`src/rtl/iob_uart_tx_arbiter_pkg.sv`:
```
// Shared definitions for the UART transmit arbiter: FSM encoding and ID width helper.
package iob_uart_tx_arbiter_pkg;

    typedef enum logic [1:0] {
        ST_IDLE = 2'd0,
        ST_SEND = 2'd1,
        ST_HOLD = 2'd2
    } arb_state_t;

    // A single requester still needs a 1-bit id so ports never collapse to zero width.
    function automatic int id_width(input int n);
        return (n > 1) ? $clog2(n) : 1;
    endfunction

endpackage

```
`src/rtl/iob_uart_tx_arbiter_if.sv`:
```
// Byte-stream requester bus plus UART core transmit path seen by the arbiter.
interface iob_uart_tx_arbiter_if #(
    parameter int N_REQ  = 4,
    parameter int DATA_W = 8
);
    // Requester i offers a byte with req_valid_i[i]; it is taken in the cycle
    // req_ready_o[i] is high (combinational, at most one bit set), and the
    // requester then presents its next byte. tx_wen_o is a single-cycle write to
    // the core, which reports tx_ready_i high while its transmitter is idle.
    logic [N_REQ-1:0]        req_valid_i;
    logic [N_REQ*DATA_W-1:0] req_data_i;
    logic [N_REQ-1:0]        req_last_i;
    logic [N_REQ-1:0]        req_ready_o;
    logic                    tx_ready_i;
    logic [DATA_W-1:0]       tx_data_o;
    logic                    tx_wen_o;

    modport slave (
        input  req_valid_i, req_data_i, req_last_i, tx_ready_i,
        output req_ready_o, tx_data_o, tx_wen_o
    );

    modport master (
        output req_valid_i, req_data_i, req_last_i, tx_ready_i,
        input  req_ready_o, tx_data_o, tx_wen_o
    );

endinterface

```
`src/rtl/iob_uart_tx_arbiter_rr_prio_sel.sv`:
```
// Combinational round-robin priority selector: first request above the pointer wins.
module iob_rr_prio_sel #(
    parameter int N    = 4,
    parameter int ID_W = 2
) (
    input  logic [N-1:0]    req_i,
    input  logic [ID_W-1:0] ptr_i,
    output logic [N-1:0]    gnt_o,
    output logic [ID_W-1:0] id_o,
    output logic            any_o
);

    logic            found;
    logic [ID_W-1:0] idx;

    always_comb begin
        gnt_o = '0;
        id_o  = '0;
        found = 1'b0;
        idx   = '0;
        // Offsets 1..N so the pointer itself is searched last.
        for (int k = 1; k <= N; k++) begin
            idx = ID_W'((int'(ptr_i) + k) % N);
            if (!found && req_i[idx]) begin
                found      = 1'b1;
                gnt_o[idx] = 1'b1;
                id_o       = idx;
            end
        end
    end

    assign any_o = |req_i;

endmodule

```
`src/rtl/iob_uart_tx_arbiter.sv`:
```
// Round-robin sequencer sharing the UART core transmit path between byte-stream requesters.
module iob_uart_tx_arbiter
    import iob_uart_tx_arbiter_pkg::*;
#(
    parameter  int N_REQ   = 4,
    parameter  int DATA_W  = 8,
    parameter  int HOLDOFF = 2,
    localparam int ID_W    = id_width(N_REQ)
) (
    input  logic                 clk_i,
    input  logic                 arst_i,
    input  logic                 cke_i,
    input  logic                 soft_rst_i,
    input  logic                 tx_en_i,
    iob_uart_tx_arbiter_if.slave bus,
    output logic                 busy_o,
    output logic                 lock_o,
    output logic [ID_W-1:0]      grant_id_o,
    output arb_state_t           dbg_state_o
);

    localparam int                CNT_W     = (HOLDOFF > 1) ? $clog2(HOLDOFF + 1) : 1;
    localparam logic [CNT_W-1:0]  HOLD_LOAD = CNT_W'(HOLDOFF);
    localparam logic [ID_W-1:0]   PTR_RST   = ID_W'(N_REQ - 1);

    arb_state_t        state_q, state_d;
    logic [ID_W-1:0]   ptr_q, ptr_d;
    logic [ID_W-1:0]   grant_id_q, grant_id_d;
    logic              lock_q, lock_d;
    logic [CNT_W-1:0]  cnt_q, cnt_d, cnt_dec;
    logic [DATA_W-1:0] tx_data_q, tx_data_d;
    logic              tx_wen_q, tx_wen_d;

    logic [N_REQ-1:0]  elig;
    logic [N_REQ-1:0]  win_gnt;
    logic [ID_W-1:0]   win_id;
    logic              win_any;
    logic              accept;

    // A held lock narrows arbitration to the requester that owns the packet.
    assign elig = lock_q ? (bus.req_valid_i & (N_REQ'(1) << grant_id_q)) : bus.req_valid_i;

    iob_rr_prio_sel #(
        .N    (N_REQ),
        .ID_W (ID_W)
    ) u_sel (
        .req_i (elig),
        .ptr_i (ptr_q),
        .gnt_o (win_gnt),
        .id_o  (win_id),
        .any_o (win_any)
    );

    assign accept = (state_q == ST_IDLE) && tx_en_i && bus.tx_ready_i && cke_i
                    && !soft_rst_i && win_any;

    assign cnt_dec = (cnt_q != '0) ? cnt_q - CNT_W'(1) : '0;

    always_comb begin
        state_d    = state_q;
        ptr_d      = ptr_q;
        grant_id_d = grant_id_q;
        lock_d     = lock_q;
        cnt_d      = cnt_q;
        tx_data_d  = tx_data_q;
        tx_wen_d   = 1'b0;
        unique case (state_q)
            ST_IDLE: begin
                if (accept) begin
                    tx_data_d  = bus.req_data_i[win_id*DATA_W +: DATA_W];
                    grant_id_d = win_id;
                    ptr_d      = win_id;
                    lock_d     = !bus.req_last_i[win_id];
                    tx_wen_d   = 1'b1;
                    state_d    = ST_SEND;
                end
            end
            ST_SEND: begin
                cnt_d   = HOLD_LOAD;
                state_d = ST_HOLD;
            end
            ST_HOLD: begin
                // The core's ready is stale until the holdoff has run out.
                cnt_d = cnt_dec;
                if (cnt_dec == '0 && bus.tx_ready_i) begin
                    state_d = ST_IDLE;
                end
            end
            default: state_d = ST_IDLE;
        endcase
    end

    always_ff @(posedge clk_i or posedge arst_i) begin
        if (arst_i) begin
            state_q    <= ST_IDLE;
            ptr_q      <= PTR_RST;
            grant_id_q <= '0;
            lock_q     <= 1'b0;
            cnt_q      <= '0;
            tx_data_q  <= '0;
            tx_wen_q   <= 1'b0;
        end else if (soft_rst_i) begin
            state_q    <= ST_IDLE;
            ptr_q      <= PTR_RST;
            grant_id_q <= '0;
            lock_q     <= 1'b0;
            cnt_q      <= '0;
            tx_data_q  <= '0;
            tx_wen_q   <= 1'b0;
        end else if (cke_i) begin
            state_q    <= state_d;
            ptr_q      <= ptr_d;
            grant_id_q <= grant_id_d;
            lock_q     <= lock_d;
            cnt_q      <= cnt_d;
            tx_data_q  <= tx_data_d;
            tx_wen_q   <= tx_wen_d;
        end
    end

    assign bus.req_ready_o = accept ? win_gnt : '0;
    assign bus.tx_data_o   = tx_data_q;
    assign bus.tx_wen_o    = tx_wen_q;
    assign busy_o          = (state_q != ST_IDLE);
    assign lock_o          = lock_q;
    assign grant_id_o      = grant_id_q;
    assign dbg_state_o     = state_q;

endmodule

```
`src/flat_wrapper.sv`:
```
// flat-port wrapper written by rule: the top's interface ports become plain ports
module iob_uart_tx_arbiter_flat import iob_uart_tx_arbiter_pkg::*;
#(
    parameter  int N_REQ   = 4,
    parameter  int DATA_W  = 8,
    parameter  int HOLDOFF = 2,
    localparam int ID_W    = id_width(N_REQ)
)
  (clk_i, arst_i, cke_i, soft_rst_i, tx_en_i, busy_o, lock_o, grant_id_o, dbg_state_o, bus_req_valid_i, bus_req_data_i, bus_req_last_i, bus_tx_ready_i, bus_req_ready_o, bus_tx_data_o, bus_tx_wen_o);
  iob_uart_tx_arbiter_if #(.N_REQ(N_REQ), .DATA_W(DATA_W)) bus_i ();
  input  logic clk_i;
  input  logic arst_i;
  input  logic cke_i;
  input  logic soft_rst_i;
  input  logic tx_en_i;
  output logic busy_o;
  output logic lock_o;
  output logic [ID_W-1:0] grant_id_o;
  output arb_state_t dbg_state_o;
  input wire logic [$bits(bus_i.req_valid_i)-1:0] bus_req_valid_i;
  input wire logic [$bits(bus_i.req_data_i)-1:0] bus_req_data_i;
  input wire logic [$bits(bus_i.req_last_i)-1:0] bus_req_last_i;
  input wire logic [$bits(bus_i.tx_ready_i)-1:0] bus_tx_ready_i;
  output wire logic [$bits(bus_i.req_ready_o)-1:0] bus_req_ready_o;
  output wire logic [$bits(bus_i.tx_data_o)-1:0] bus_tx_data_o;
  output wire logic [$bits(bus_i.tx_wen_o)-1:0] bus_tx_wen_o;
  assign bus_i.req_valid_i = bus_req_valid_i;
  assign bus_i.req_data_i = bus_req_data_i;
  assign bus_i.req_last_i = bus_req_last_i;
  assign bus_i.tx_ready_i = bus_tx_ready_i;
  assign bus_req_ready_o = bus_i.req_ready_o;
  assign bus_tx_data_o = bus_i.tx_data_o;
  assign bus_tx_wen_o = bus_i.tx_wen_o;
  iob_uart_tx_arbiter #(.N_REQ(N_REQ), .DATA_W(DATA_W), .HOLDOFF(HOLDOFF)) u_core (.clk_i(clk_i), .arst_i(arst_i), .cke_i(cke_i), .soft_rst_i(soft_rst_i), .tx_en_i(tx_en_i), .bus(bus_i), .busy_o(busy_o), .lock_o(lock_o), .grant_id_o(grant_id_o), .dbg_state_o(dbg_state_o));
endmodule
```
`config.mk`:
```
export PLATFORM = sky130hd
export DESIGN_NAME = iob_uart_tx_arbiter_flat
export DESIGN_NICKNAME = d
export VERILOG_FILES = /design/src/rtl/iob_uart_tx_arbiter_pkg.sv /design/src/rtl/iob_uart_tx_arbiter_if.sv /design/src/rtl/iob_uart_tx_arbiter_rr_prio_sel.sv /design/src/rtl/iob_uart_tx_arbiter.sv /design/src/flat_wrapper.sv
export SDC_FILE = /design/constraint.sdc
export NUM_CORES = 1
export LEC_CHECK = 0
export BUFFER_PORTS_ARGS = -buffer_cell sky130_fd_sc_hd__clkbuf_2
export CELL_PAD_IN_SITES_DETAIL_PLACEMENT = 1
export CELL_PAD_IN_SITES_GLOBAL_PLACEMENT = 1
export CORE_ASPECT_RATIO = 0.8
export CORE_MARGIN = 2
export CORE_UTILIZATION = 36
export CTS_CLUSTER_SIZE = 10
export DETAILED_ROUTE_END_ITERATION = 8
export PLACE_DENSITY = 0.88
export SETUP_SLACK_MARGIN = 0.1
export SYNTH_ARGS = -nofsm -noshare
export SYNTH_HDL_FRONTEND = slang
export SYNTH_HIERARCHICAL = 1
export SYNTH_SLANG_ARGS = --single-unit
```
`constraint.sdc`:
```
create_clock -name clk_i -period 3.6 [get_ports clk_i]
set_input_delay 0.36 -clock clk_i [delete_from_list [all_inputs] [get_ports clk_i]]
set_output_delay 0.36 -clock clk_i [all_outputs]
set_load 0.03 [all_outputs]
```
==> results of run 1 <==
==> cells in the final DEF, fill, tap and decap left out, types with 2 or more instances in the layout <==
| master | n |
|---|---|
| a21boi_0 | 3 |
| a21oi_1 | 7 |
| a21oi_2 | 9 |
| a221o_1 | 4 |
| a221oi_1 | 2 |
| a22oi_1 | 2 |
| and2_1 | 5 |
| buf_4 | 4 |
| clkbuf_2 | 64 |
| clkbuf_8 | 4 |
| dfrtp_1 | 16 |
| dfstp_2 | 2 |
| ha_1 | 8 |
| inv_1 | 6 |
| mux4_1 | 2 |
| mux4_2 | 9 |
| nand2_1 | 34 |
| nand2b_1 | 4 |
| nor2_1 | 9 |
| nor2b_1 | 5 |
| nor3b_1 | 2 |
| o211ai_1 | 2 |
| o21ai_0 | 8 |
| o21ai_1 | 4 |
==> how the worst min path moves through the flow <==
stage	cells after the start	startpoint	slack, ns	to
after floorplan	1	arst_i	0.30	u_core/bus.tx_data_o[0]$_DFFE_PP0P_
after global placement	2	arst_i	0.48	u_core/cnt_q[0]$_DFFE_PP0P_
after detailed placement	2	arst_i	0.49	u_core/cnt_q[0]$_DFFE_PP0P_
after CTS	2	arst_i	0.21	u_core/bus.tx_data_o[5]$_DFFE_PP0P_
after global routing	2	arst_i	0.23	u_core/bus.tx_data_o[5]$_DFFE_PP0P_
final	2	arst_i	0.18	u_core/bus.tx_data_o[2]$_DFFE_PP0P_
==> power groups by stage <==
stage / sequential, mW / combinational [mW] / clock (mW)
2_1_floorplan: 0.236 / 0.156 / 0
3_3_place_gp: 0.226 / 0.216 / 0
3_5_place_dp: 0.227 / 0.223 / 0
4_1_cts: 0.223 / 0.225 / 0.173
5_1_grt: 0.225 / 0.244 / 0.180
6_report: 0.223 / 0.223 / 0.167
==> cell type report <==
class,count,area share
tap,60,0.0359
multi-input combinational,141,0.542
inverter,6,0.0108
clock buffer,4,0.0264
timing repair buffer,68,0.168
sequential,18,0.217
==> metal layers <==
layer,vias up,GRT usage,share of wire
met2,46,0.338,0.52
met5,-,0,0
met3,4,0.0247,0.045
li1,771,-,-
met1,773,0.235,0.43
met4,0,0.0381,0.0076
==> through the flow <==
stage	instances	total power [mW]
3_5_place_dp	293	0.451
6_report	297	0.614
3_3_place_gp	293	0.442
2_1_floorplan	177	0.392
4_1_cts	297	0.621
5_1_grt	297	0.649
==> state kept, by name (all words and copies together), names as in the netlist <==
signal / flops
u_core/lock_o: 1
u_core/bus.tx_wen_o: 1
u_core/bus.tx_data_o: 8
u_core/ptr_q: 2
u_core/cnt_q: 2
u_core/grant_id_o: 2
u_core/dbg_state_o: 2
==> worst register-to-register path, delay by kind of cell (launching register included) <==
family | cells | cell delay, ns
AND/OR/NAND/NOR | 2 | 0.24
adder cells (fa/ha/maj) | 1 | 0.56
AO/OA/AOI/OAI | 4 | 0.55
multiplexers | 1 | 0.59
flip-flops | 1 | 0.75
buffers and inverters | 2 | 0.45
==> cell families after synthesis <==
group                      count (synthesis)
and+or+nand+nor                           71
AOI/OAI and AO/OA                         49
buffers and inverters                     18
DFF                                       18
muxes                                     13
adders and majority gates                  8
==> flow_summary.yaml, run 1 <==
layout:
  drive_gt1_frac: 0.426
  antenna_cells: 0
  nFillCells: 558
  layout.nets: 292
  area_growth_pct: 23.5
  regArea_um2: 453
  final_util: 0.460
  multi_input_area_um2: 1130
  stdcell_area_um2: 2090
yosys:
  synthXorXnorAreaFrac: 0
  synthSimpleGateAreaFrac: 0.226
  yosysWarnings: 6
  yosysMostFrequentCell: "nand2_1"
  synth_compound_area_frac: 0.221
  synth_top_family_by_area: "simple AND/OR/NAND/NOR gates"
  yosys-mux-area-fraction: 0.164
  synth.top_cells.by_count: "34 x nand2_1, 16 x dfrtp_1, 9 x a21oi_2, 9 x mux4_2, 9 x nor2_1"
  yosysSeqAreaShare: 0.268
  ys_seq_elements: 18
  syn_nets: 231
  synth_top_area_frac: 0.237
  synthCells: 177
  synth_fa_ha_area_frac: 0.0592
  synth_edf_count: 0
  synthesis.area_um2: 1690
  yosysTopAreaCell: "dfrtp_1"
  synthFlopType: "dfrtp_1"
  synth_area_leaders: "dfrtp_1 24%, mux4_2 12%, nand2_1 7.5%"
  async_flop_share: 1.00
  syn_area_per_cell_um2: 9.55
  synth_cell_type_count: 49
detailed_routing:
  via_count: 1594
  drc: 0
  wire_per_inst_um: 15.9
  dr.pass1.iters: 6
  ant_nets: 0
  drt_iter0_drc: 118
  viasPerCell: 5.37
  wl_um: 4710
sta:
  hold_viol: 0
  setup_violations: 0
  grt_setup_unrepaired: "false"
  min_period_ns: 3.31
  post-route-period-util: 0.920
  fin_worst_skew_ns: 0.00493
  final_max_slew_viol_count: 0
  worst_slack_ns: 0.287
  relSlewSlack: 0.397
  worst_pin_slew_ns: 0.901
  fmax_mhz: 302
  setup_tns_ns: 0
  fin_hold_ws_ns: 0.182
worst_setup_path:
  path_delay_family: "flip-flops"
  rr_endpoint: "u_core/bus.tx_data_o[5]$_DFFE_PP0P_"
  cp.required_ns: 3.24
  criticalPathCategory: "flop to primary output"
  startpoint: "u_core/ptr_q[0]$_DFFE_PP1P_"
  cp_num_cells: 8
  crit_buf_inv: 2
  reg2reg_depth: 10
  crit_path_max_incr_delay_ns: 0.75
  cp-end-kind: "primary output"
  crit_end: "bus_req_ready_o[2]"
  cp-start-kind: "flop"
  cp_max_fo: 19
  cp_data_arrival_time_ns: 2.95
  reg2reg_from: "u_core/ptr_q[0]$_DFFE_PP1P_"
  cp_slowest_cell: "dfstp_2"
  path_cells: "inv_1, ha_1, mux4_2, nand2_1, o21ai_1, a221o_1, and2_1, clkbuf_2"
  rrSetupSlack_ns: 0.33
floorplanning:
  die_x_um: 80.6
  die-area_um2: 5260
  ios: 65
  initial_core_util: 0.372
  rows: 22
  core_um2: 4540
  fp.dieH_um: 65.3
clock_network:
  clkSlewWorstSetupHoldPaths_ns: 0.07
  ctsResizeCount: 0
  htree_levels: 1
  cts_buffers: 3
  clk_latency_ns: 0.26
  cts_tree: "yes"
  cts.sink_count: 18
  cts_buffer_depth: 2
  cts_root_buf: "clkbuf_8"
  postCtsSetupRepairBufs: 0
  holdBufCountCts: 0
pwr:
  p_switching_mw: 0.201
  clkPwrFrac: 0.272
  seqPwrFrac: 0.364
  ir_worst_vdd_mv: 0.145
  combPwrFrac: 0.364
  p_leak_nw: 0.952
  power_density_nw_per_um2: 294
  internal-power_mw: 0.412
  switching_share: 0.328
global_route:
  grt_pass1_vias: 1588
  antenna_found_initial: 0
  gr-usage-all-layers: 0.185
  grt_max_degree: 20
  grt_overflow: 0
  grt_pass1_wl_um: 7510
status:
  status: "complete, no violations"
flow_run:
  drv_cap: 0
placed_design:
  dp_hpwl_um: 3690
  gp_congestion: 0.795
  numPortBuffers: 64
  place_worst_setup_slack_ns: 0.361
  place_area_um2: 2030
hold_path:
  hp-class: "primary input to asynchronous set/reset pin"
Note: power is estimated with default switching activity, not from simulation.
==> inputs of run 2 (changes only) <==
--- a/config.mk
+++ b/config.mk
@@ -13,7 +13,7 @@
 export CORE_UTILIZATION = 36
 export CTS_CLUSTER_SIZE = 10
 export DETAILED_ROUTE_END_ITERATION = 8
-export PLACE_DENSITY = 0.88
+export PLACE_DENSITY = 0.8
 export SETUP_SLACK_MARGIN = 0.1
 export SYNTH_ARGS = -nofsm -noshare
 export SYNTH_HDL_FRONTEND = slang
==> run 2 against run 1 <==
  * Global-route usage up 0.18 points
  * Core utilization up 0.055 points
  * Register-to-register slack better by 0.10 ns
  * Final area up 0.12%
  * Sequential share of layout area about the same
  * Via count about the same
  * Highest routed layer unchanged
  * Worst hold slack better by 0.0029 ns
  * Clock skew down 0.0032 ns
==> flow_summary.yaml, run 2 (synthesized netlist as in run 1, its figures left out) <==
clock_network:
  holdBufCountCts: 0
  htree_levels: 1
  postCtsSetupRepairBufs: 0
  clkSlewWorstSetupHoldPaths_ns: 0.07
  cts_buffers: 3
  cts_buffer_depth: 2
  ctsResizeCount: 0
  clk_latency_ns: 0.25
  cts.sink_count: 18
  cts_tree: "yes"
  cts_root_buf: "clkbuf_8"
global_route:
  grt_max_degree: 20
  antenna_found_initial: 0
  gr-usage-all-layers: 0.187
  grt_pass1_vias: 1555
  grt_overflow: 0
  grt_pass1_wl_um: 7650
floorplanning:
  die_x_um: 80.6
  rows: 22
  die-area_um2: 5260
  initial_core_util: 0.372
  ios: 65
  core_um2: 4540
  fp.dieH_um: 65.3
pwr:
  p_leak_nw: 0.949
  combPwrFrac: 0.366
  ir_worst_vdd_mv: 0.119
  switching_share: 0.327
  power_density_nw_per_um2: 293
  p_switching_mw: 0.201
  clkPwrFrac: 0.269
  internal-power_mw: 0.413
  seqPwrFrac: 0.364
worst_setup_path:
  cp.required_ns: 3.24
  path_delay_family: "flip-flops"
  cp-end-kind: "primary output"
  cp_data_arrival_time_ns: 2.92
  reg2reg_depth: 10
  criticalPathCategory: "flop to primary output"
  path_cells: "inv_1, ha_2, mux4_2, nand2_1, o21ai_1, a221o_1, and2_1, clkbuf_2"
  crit_path_max_incr_delay_ns: 0.76
  crit_buf_inv: 2
  cp_slowest_cell: "dfstp_2"
  rrSetupSlack_ns: 0.43
  cp_max_fo: 19
  reg2reg_from: "u_core/ptr_q[0]$_DFFE_PP1P_"
  rr_endpoint: "u_core/bus.tx_data_o[5]$_DFFE_PP0P_"
  cp-start-kind: "flop"
flow_run:
  drv_cap: 0
sta:
  setup_tns_ns: 0
  worst_pin_slew_ns: 0.845
  final_max_slew_viol_count: 0
  hold_viol: 0
  fin_hold_ws_ns: 0.185
  fin_worst_skew_ns: 0.00168
  relSlewSlack: 0.435
  grt_setup_unrepaired: "false"
  post-route-period-util: 0.912
  setup_violations: 0
  fmax_mhz: 305
  min_period_ns: 3.28
layout:
  nFillCells: 566
  final_util: 0.460
  area_growth_pct: 23.7
  antenna_cells: 0
  largest_reg_flops: 8
  drive_gt1_frac: 0.430
  layout_commonest_cell: "clkbuf_2"
  final_cell_mix: "64 x clkbuf_2, 34 x nand2_1, 16 x dfrtp_1"
  layout.nets: 292
placed_design:
  numPortBuffers: 64
  dp_hpwl_um: 3680
  gp_congestion: 0.802
status:
  status: "complete, no violations"
detailed_routing:
  drc: 0
  wl_um: 4730
  viasPerCell: 5.36
  drt_iter0_drc: 103
  via_count: 1593
  wire_per_inst_um: 15.9
  dr.pass1.iters: 4
  ant_nets: 0
hold_path:
  hp-class: "primary input to asynchronous set/reset pin"
run 2: cell counts in the layout (fill, tap and decap cells not counted):
Identical to the previous run, type by type.
run 2: power groups by stage:
| stage | logic [mW] | registers, mW | clock network [mW] |
|---|---|---|---|
| final | 0.225 | 0.224 | 0.165 |
| after global routing | 0.246 | 0.225 | 0.179 |
| after CTS | 0.225 | 0.223 | 0.169 |
| after detailed placement | 0.224 | 0.227 | 0 |
| after global placement | 0.219 | 0.227 | 0 |
| after floorplan | 0.156 | 0.236 | 0 |
run 2: worst reg2reg max path, cell delays in order, from the launching register on:
cell	delay, ns
dfstp_2	0.76
inv_1	0.22
ha_2	0.50
nor2b_1	0.11
a22oi_1	0.19
o211ai_1	0.10
a21oi_1	0.16
buf_4	0.25
mux4_1	0.58
nand2_1	0.11
a21oi_2	0.06
run 2: worst max-delay path by stage:
stage,from,to,slack (ns),cells after the start
after floorplan,u_core/ptr_q[0]$_DFFE_PP1P_,u_core/bus.tx_data_o[4]$_DFFE_PP0P_,0.57,12
after global placement,u_core/ptr_q[0]$_DFFE_PP1P_,u_core/bus.tx_data_o[4]$_DFFE_PP0P_,0.50,10
after detailed placement,u_core/ptr_q[0]$_DFFE_PP1P_,u_core/bus.tx_data_o[5]$_DFFE_PP0P_,0.34,10
after CTS,u_core/ptr_q[0]$_DFFE_PP1P_,bus_req_ready_o[2],0.25,8
after global routing,u_core/ptr_q[0]$_DFFE_PP1P_,bus_req_ready_o[2],0.15,8
final,u_core/ptr_q[0]$_DFFE_PP1P_,bus_req_ready_o[2],0.32,8
run 2: routing by layer:
metal  vias to the layer above  global-route usage  wire length (µm)
met5                         -                   0                 0
met4                         0              0.0254                27
met3                         5              0.0316               204
met2                        38               0.304              2230
met1                       781               0.269              2260
li1                        769                   -                 -
run 2: layout make-up:
| type | count | area [µm²] | area share |
|---|---|---|---|
| clock buffer | 4 | 55.1 | 0.0263 |
| timing repair buffer | 68 | 350 | 0.168 |
| multi-input combinational | 141 | 1130 | 0.543 |
| tap | 60 | 75.1 | 0.0359 |
| inverter | 6 | 22.5 | 0.0108 |
| sequential | 18 | 453 | 0.217 |
run 2: stage by stage:
step | worst slack [ns] | area (µm²) | cells | power [mW]
final | 0.319 | 2090 | 297 | 0.613
after global routing | 0.152 | 2090 | 297 | 0.649
after CTS | 0.252 | 2090 | 297 | 0.618
after detailed placement | 0.345 | 2030 | 293 | 0.451
after global placement | 0.503 | 2030 | 293 | 0.446
after floorplan | 0.574 | 1690 | 177 | 0.392
